## config.mk

```make
export PLATFORM = sky130hd
export DESIGN_NAME = sparc_fetch_stage
export DESIGN_NICKNAME = d
export VERILOG_FILES = /design/src/rtl/sparc_fetch_stage.sv
export SDC_FILE = /design/constraint.sdc
export NUM_CORES = 1
export LEC_CHECK = 0
export ABC_AREA = 1
export CAP_MARGIN = 20
export CORE_MARGIN = 4
export CORE_UTILIZATION = 49
export DETAILED_ROUTE_END_ITERATION = 8
export GPL_ROUTABILITY_DRIVEN = 0
export GPL_TIMING_DRIVEN = 0
export PLACE_DENSITY = 0.87
export SETUP_SLACK_MARGIN = 0.1
export SLEW_MARGIN = 20
export SYNTH_ARGS = -nofsm -noshare
export SYNTH_HDL_FRONTEND = slang
export SYNTH_SLANG_ARGS = --single-unit
export TNS_END_PERCENT = 10
```

## constraint.sdc

```tcl
create_clock -name clk -period 9.7 [get_ports clk]
set_clock_uncertainty 0.05 [all_clocks]
set_input_delay 1.455 -clock clk [delete_from_list [all_inputs] [get_ports clk]]
set_output_delay 1.455 -clock clk [all_outputs]
set_load 0.05 [all_outputs]
```

## src/rtl/sparc_fetch_stage.sv

```systemverilog
// SPARC fetch stage: owns PC/nPC, addresses instruction memory and holds the IF/ID register.
// Handles delayed control transfer (branch in ID, jmpl in EX), delay-slot annul and hazard stalls.
module sparc_fetch_stage #(
  parameter logic [31:0] RESET_PC  = 32'h0000_0000,
  parameter logic [31:0] NOP_INSTR = 32'h0100_0000
) (
  input  logic        clk,
  input  logic        rst,
  input  logic        ID_Hazard_Stall,
  input  logic        ID_Branch_Taken,
  input  logic [31:0] ID_Branch_Target,
  input  logic        ID_Annul_Slot,
  input  logic        EX_Jumpl_Taken,
  input  logic [31:0] EX_Jumpl_Target,
  input  logic [31:0] IM_Instr,
  output logic [31:0] IF_PC,
  output logic [31:0] IF_nPC,
  output logic [31:0] ID_Instr,
  output logic [31:0] ID_PC,
  output logic        ID_Valid
);

  logic [31:0] pc;
  logic [31:0] npc;
  logic [31:0] id_instr;
  logic [31:0] id_pc;
  logic        id_valid;
  logic [31:0] branch_tgt;
  logic [31:0] jumpl_tgt;

  // Instruction words are word aligned, so the low two target bits are dropped.
  assign branch_tgt = {ID_Branch_Target[31:2], 2'b00};
  assign jumpl_tgt  = {EX_Jumpl_Target[31:2], 2'b00};

  // A jmpl redirect beats a stall and any branch/annul in ID (DCTI couple).
  always_ff @(posedge clk or posedge rst) begin
    if (rst) begin
      pc       <= RESET_PC;
      npc      <= RESET_PC + 32'd4;
      id_instr <= NOP_INSTR;
      id_pc    <= 32'd0;
      id_valid <= 1'b0;
    end else if (EX_Jumpl_Taken) begin
      pc       <= jumpl_tgt;
      npc      <= jumpl_tgt + 32'd4;
      id_instr <= NOP_INSTR;
      id_pc    <= pc;
      id_valid <= 1'b0;
    end else if (!ID_Hazard_Stall) begin
      if (ID_Branch_Taken) begin
        pc  <= branch_tgt;
        npc <= branch_tgt + 32'd4;
      end else begin
        pc  <= npc;
        npc <= npc + 32'd4;
      end
      id_pc <= pc;
      if (ID_Annul_Slot) begin
        id_instr <= NOP_INSTR;
        id_valid <= 1'b0;
      end else begin
        id_instr <= IM_Instr;
        id_valid <= 1'b1;
      end
    end
  end

  assign IF_PC    = pc;
  assign IF_nPC   = npc;
  assign ID_Instr = id_instr;
  assign ID_PC    = id_pc;
  assign ID_Valid = id_valid;

endmodule

```

# [Yosys cells after proc, flatten, opt, wreduce, memory -nomap -nowiden]
# Cells that the tools add are included.
[classes] add_sub_neg=3 n_eq_ne=1 muxes=14
[ops] cell="$mux 32" count=11
[ops] cell="$add 32x3->32 const B" count=3
[ops] cell="$mux 1" count=3
[ops] cell="$ne 2x1->1 const B" count=1
[totals] regBits=129 inputBits=102 output_inout_bits=129 elab_cells=23

# [Longest topological paths before layout]
[depth] depth_word=4 mapped_depth=14 mapped_depth_nobuf=14

# [Least setup slack after synthesis]
# Ideal clock, no wire load.
[synth_timing] path_kind="input to register" from="input port ID_Branch_Taken" to="register npc[20] (netlist: IF_nPC[20])" arrival_ns=2.742 required_ns=9.532 setup_slack_ns=6.790 cell_stages=13 path_buffers=1 path_cell_list="inv_2 > buf_4 > nand2_1 > nand3_1 > nand2_2 > ha_1 > nand3_1 > nor2_2 > nand3_1 > nor2_2 > nand3_1 > nand3_1 > nand2_1"
[synth_between] elab_chain_len=3
[synth_lines] element="start, declared" line="10" text="input logic ID_Branch_Taken,"
[synth_lines] element="$mux 32" line="50" text="if (ID_Branch_Taken) begin"
[synth_lines] element="$mux 32" line="49" text="end else if (!ID_Hazard_Stall) begin"
[synth_lines] element="$mux 32" line="43" text="end else if (EX_Jumpl_Taken) begin"
[synth_lines] element="end signal, assigned" line="45" text="npc <= jumpl_tgt + 32'd4;"
[synth_lines] element="end signal, assigned" line="52" text="npc <= branch_tgt + 32'd4;"
[synth_lines] element="end signal, assigned" line="55" text="npc <= npc + 32'd4;"
[synth_lines] element="end, declared" line="24" text="logic [31:0] npc;"
# No other way between the ends. The select of a mux whose other input is x is not followed.
# A chain may end at the register's enable or synchronous reset.

# [Worst setup path after layout]
[layout_timing] from="input port ID_Branch_Taken" to="register npc[30] (netlist: IF_nPC[30])"
# Same word-level chain as after synthesis.

==> impl_metrics.tcl <==
set metrics [dict create \
    synth.avg_cell_area_um2 7.45 \
    wl_per_cell_um 17.9 \
    seqPwrFrac_pct 34.7 \
    cp_max_fo 10 \
    dr_total_vias 7006 \
    cellPowerDensity_nw_per_um2 185 \
    grt_util_met1_pct 38.6 \
    drv_slew 0 \
    r2r_end "IF_nPC[30]$_DFFE_PP0P_" \
    swShare_pct 36.0 \
    min_from "ID_PC[22]$_DFFE_PP0P_" \
    ctsLongestPathBuffers 2 \
    intPower_mw 1.12 \
    cts_buffers 17 \
    dr.pass1.iters 6 \
    ys_seq_elements 123 \
    synth_top_area_share_pct 47.3 \
    cts_tree "built" \
    synthTopCellsByCount "348 x nand2_1, 121 x dfrtp_1, 70 x nor2_1, 61 x nand3_1, 60 x inv_1" \
    io_buffer_count 220 \
    synth-edff-count 0 \
    synth_compound_area_share_pct 11.2 \
    muxShareOfSynthArea_pct 0 \
    num_antenna_cells 0 \
    grt_pass1_wl_mm 35.6 \
    multi_input_area_um2 2850 \
    vias_per_cell 5.44 \
    yosys_warnings 0 \
    arrival_ps 3970 \
    synthAdderAreaFrac_pct 0.195 \
    fin_tns_setup_ps 0 \
    finalCritPeriodShare_pct 38.3 \
    clock-root-buffer "clkbuf_16" \
    synthDistinctLibCells 32 \
    met2_usage_pct 49.6 \
    startpoint_type "input pin" \
    syn_to_final_growth_pct 47.4 \
    holdPathStages 2 \
    timing_hold_violations_final 0 \
    post_cts_buffers 0 \
    grt_overflow 0 \
    max_slew_margin_pct 52.5 \
    synth_ff_type "dfrtp_1" \
    reg2reg_depth 12 \
    finalCriticalPeriod_ps 3710 \
    io_pins 231 \
    setup_viol 0 \
    grt.busiest_layer "met2" \
    synth_area_leaders "dfrtp_1 47%, nand2_1 20%, nand3_1 4.8%, a22o_1 4.2%, nor2_1 4.1%" \
    initial_core_util_pct 50.3 \
    drc 0 \
    slowest_delay_ps 560 \
    yosysTopAreaCell "dfrtp_1" \
    die_height_um 122 \
    final_nets 1207 \
    power.leakage_nw 4.53 \
    dp_hpwl_mm 17.1 \
    synthArstFlopShare_pct 100 \
    r2r_start "IF_nPC[2]$_DFFE_PP1P_" \
    synthXorXnorAreaFrac_pct 0 \
    rows 41 \
    crit_start "ID_Branch_Taken" \
    crit_slowest_cell "clkdlybuf4s50_1" \
    ir_worst_vdd_v 0.000107 \
    gr-usage-met3_pct 10.4 \
    grt_usage_pct 31.4 \
    synth_most_common_cell "nand2_1" \
    seq_area_um2 3080 \
    p_comb_share_pct 30.8 \
    whs_endpoint "ID_PC[22]$_DFFE_PP0P_" \
    tightest_slew_ps 712 \
    layout-drive-gt1-share_pct 8.68 \
    crit_chain "clkdlybuf4s50_1 -> inv_2 -> buf_4 -> nand2_1 -> nand3_1 -> nand2_2 -> ha_1 -> nand3_1 -> nor2_2 -> nand3_1 -> nor2_1 -> nand2_1 -> nand3_1 -> nand2_1" \
    whs_ps 427 \
    cts.reportedPaths.clkPinSlew_ps 50 \
    drt_iter0_markers 863 \
    crit_path_end_kind "flip-flop" \
    netlist_area_um2 6400 \
    path_common_cell "nand3_1" \
    worstSetupPathType "in2reg" \
    seq_area_frac_synth_pct 48.1 \
    dieArea_um2 15000 \
    fill_cells 1006 \
    die_w_um 122 \
    synth_top_family_by_area "simple AND/OR/NAND/NOR gates" \
    routed_wl_mm 23.1 \
    grt_pass1_vias 6834 \
    synthSimpleGateAreaFrac_pct 32.7 \
    ant_nets 0 \
    p_switching_uw 628 \
    htreeDepth 4 \
    syn_inst 859 \
    clk_latency_ps 420 \
    core_area_um2 12700 \
    reg2reg_setup_slack_ps 7380 \
    drv_cap 0 \
    hp-class "reg2reg" \
    clock.fmax_mhz 269 \
    outcome "complete, no violations" \
    rsz0062_at_grt "false" \
    required_ps 9960 \
    cts_resized 0 \
    p_clk_share_pct 34.5 \
    clock_sinks 123 \
    grt_max_degree 76 \
    postCtsHoldBufs 0 \
    antenna_found_initial 0 \
]
-- cells by family after synthesis --
logic type,after synthesis
buffers and inverters,112
adder cells (fa/ha/maj),1
AO/OA/AOI/OAI,108
other,1
flip-flops,123
AND/OR/NAND/NOR,514
-- cell type report --
class / instances / share of cell area [%]
Sequential cell: 123 / 32.6
Multi-Input combinational cell: 629 / 30.2
Timing Repair Buffer: 221 / 23.6
Clock buffer: 21 / 4.99
Buffer: 49 / 2.73
Inverter: 63 / 2.56
Tap cell: 172 / 2.28
Clock inverter: 11 / 1.01
-- flip-flops by register name, indices dropped and copies added, names as in the netlist --
signal / flops
ID_Valid: 1
IF_PC: 30
ID_PC: 30
IF_nPC: 30
ID_Instr: 32
-- how the worst max path moves through the flow --
| stage | slack, ps | endpoint | depth (start not counted) |
|---|---|---|---|
| after floorplan | 4930 | ID_Instr[0]$_DFFE_PP0P_ | 1 |
| after global placement | 3180 | ID_PC[23]$_DFFE_PP0P_ | 2 |
| after detailed placement | 5720 | IF_nPC[30]$_DFFE_PP0P_ | 14 |
| after CTS | 6120 | IF_nPC[30]$_DFFE_PP0P_ | 14 |
| after global routing | 5960 | IF_nPC[20]$_DFFE_PP0P_ | 14 |
| final | 5990 | IF_nPC[30]$_DFFE_PP0P_ | 14 |
-- placed cells by master (no fill, tap or decap), types with 2 or more instances in the layout --
cell type        synthesis  layout
nand4_1                  4       4
a21oi_1                  3       3
clkbuf_1                15      16
buf_2                   20      20
clkbuf_16                0      17
clkinv_2                 0       4
buf_6                    2       2
nand3_1                 61      61
a22o_1                  31      31
nor2_1                  70      70
dfstp_2                  2       2
o21bai_1                 5       5
nand2_2                  2       2
nand2_1                348     348
or2_2                   15      15
clkdlybuf4s50_1          0     220
conb_1                   1       6
o22ai_1                  3       3
nor2_2                  10      10
clkbuf_8                 0       3
nor3_1                   3       3
o211ai_1                10      10
dfrtp_1                121     121
o21ai_0                 47      47
buf_4                    9       9
inv_2                    3       3
a31oi_1                  3       3
clkinvlp_4               0       6
a21boi_0                 2       2
buf_1                    3       3
inv_1                   60      59
-- power by group through the flow --
stage / logic, mW / clock network, mW / registers [mW]
floorplan: 0.141 / 0 / 0.794
global placement: 0.525 / 0 / 0.610
detailed placement: 0.533 / 0 / 0.612
CTS: 0.536 / 0.604 / 0.605
global route: 0.568 / 0.629 / 0.612
finish: 0.538 / 0.601 / 0.605
-- critical path, delay by kind of cell --
kind / cells / cell delay [ps]
simple gates: 10 / 1400
buf+inv: 3 / 900
fa+ha+maj: 1 / 210
-- metal layers --
metal	up-vias	share of wire (%)	wire length, µm
met4	0	3.3	766
met1	3215	37	8570
met5	-	0	0
li1	3221	-	-
met3	73	13	3000
met2	497	47	10800
-- per-stage QoR --
step	area, µm²	utilization [%]	power, mW	setup WS [ps]	std cells
3_3_place_gp	8840	69.5	1.13	3180	1256
6_report	9440	74.2	1.74	5990	1289
4_1_cts	9440	74.2	1.75	6120	1289
3_5_place_dp	8870	69.7	1.15	5720	1257
5_1_grt	9440	74.2	1.81	5960	1289
2_1_floorplan	6420	-	0.936	4930	864
Note: power is estimated with default switching activity, not from simulation.
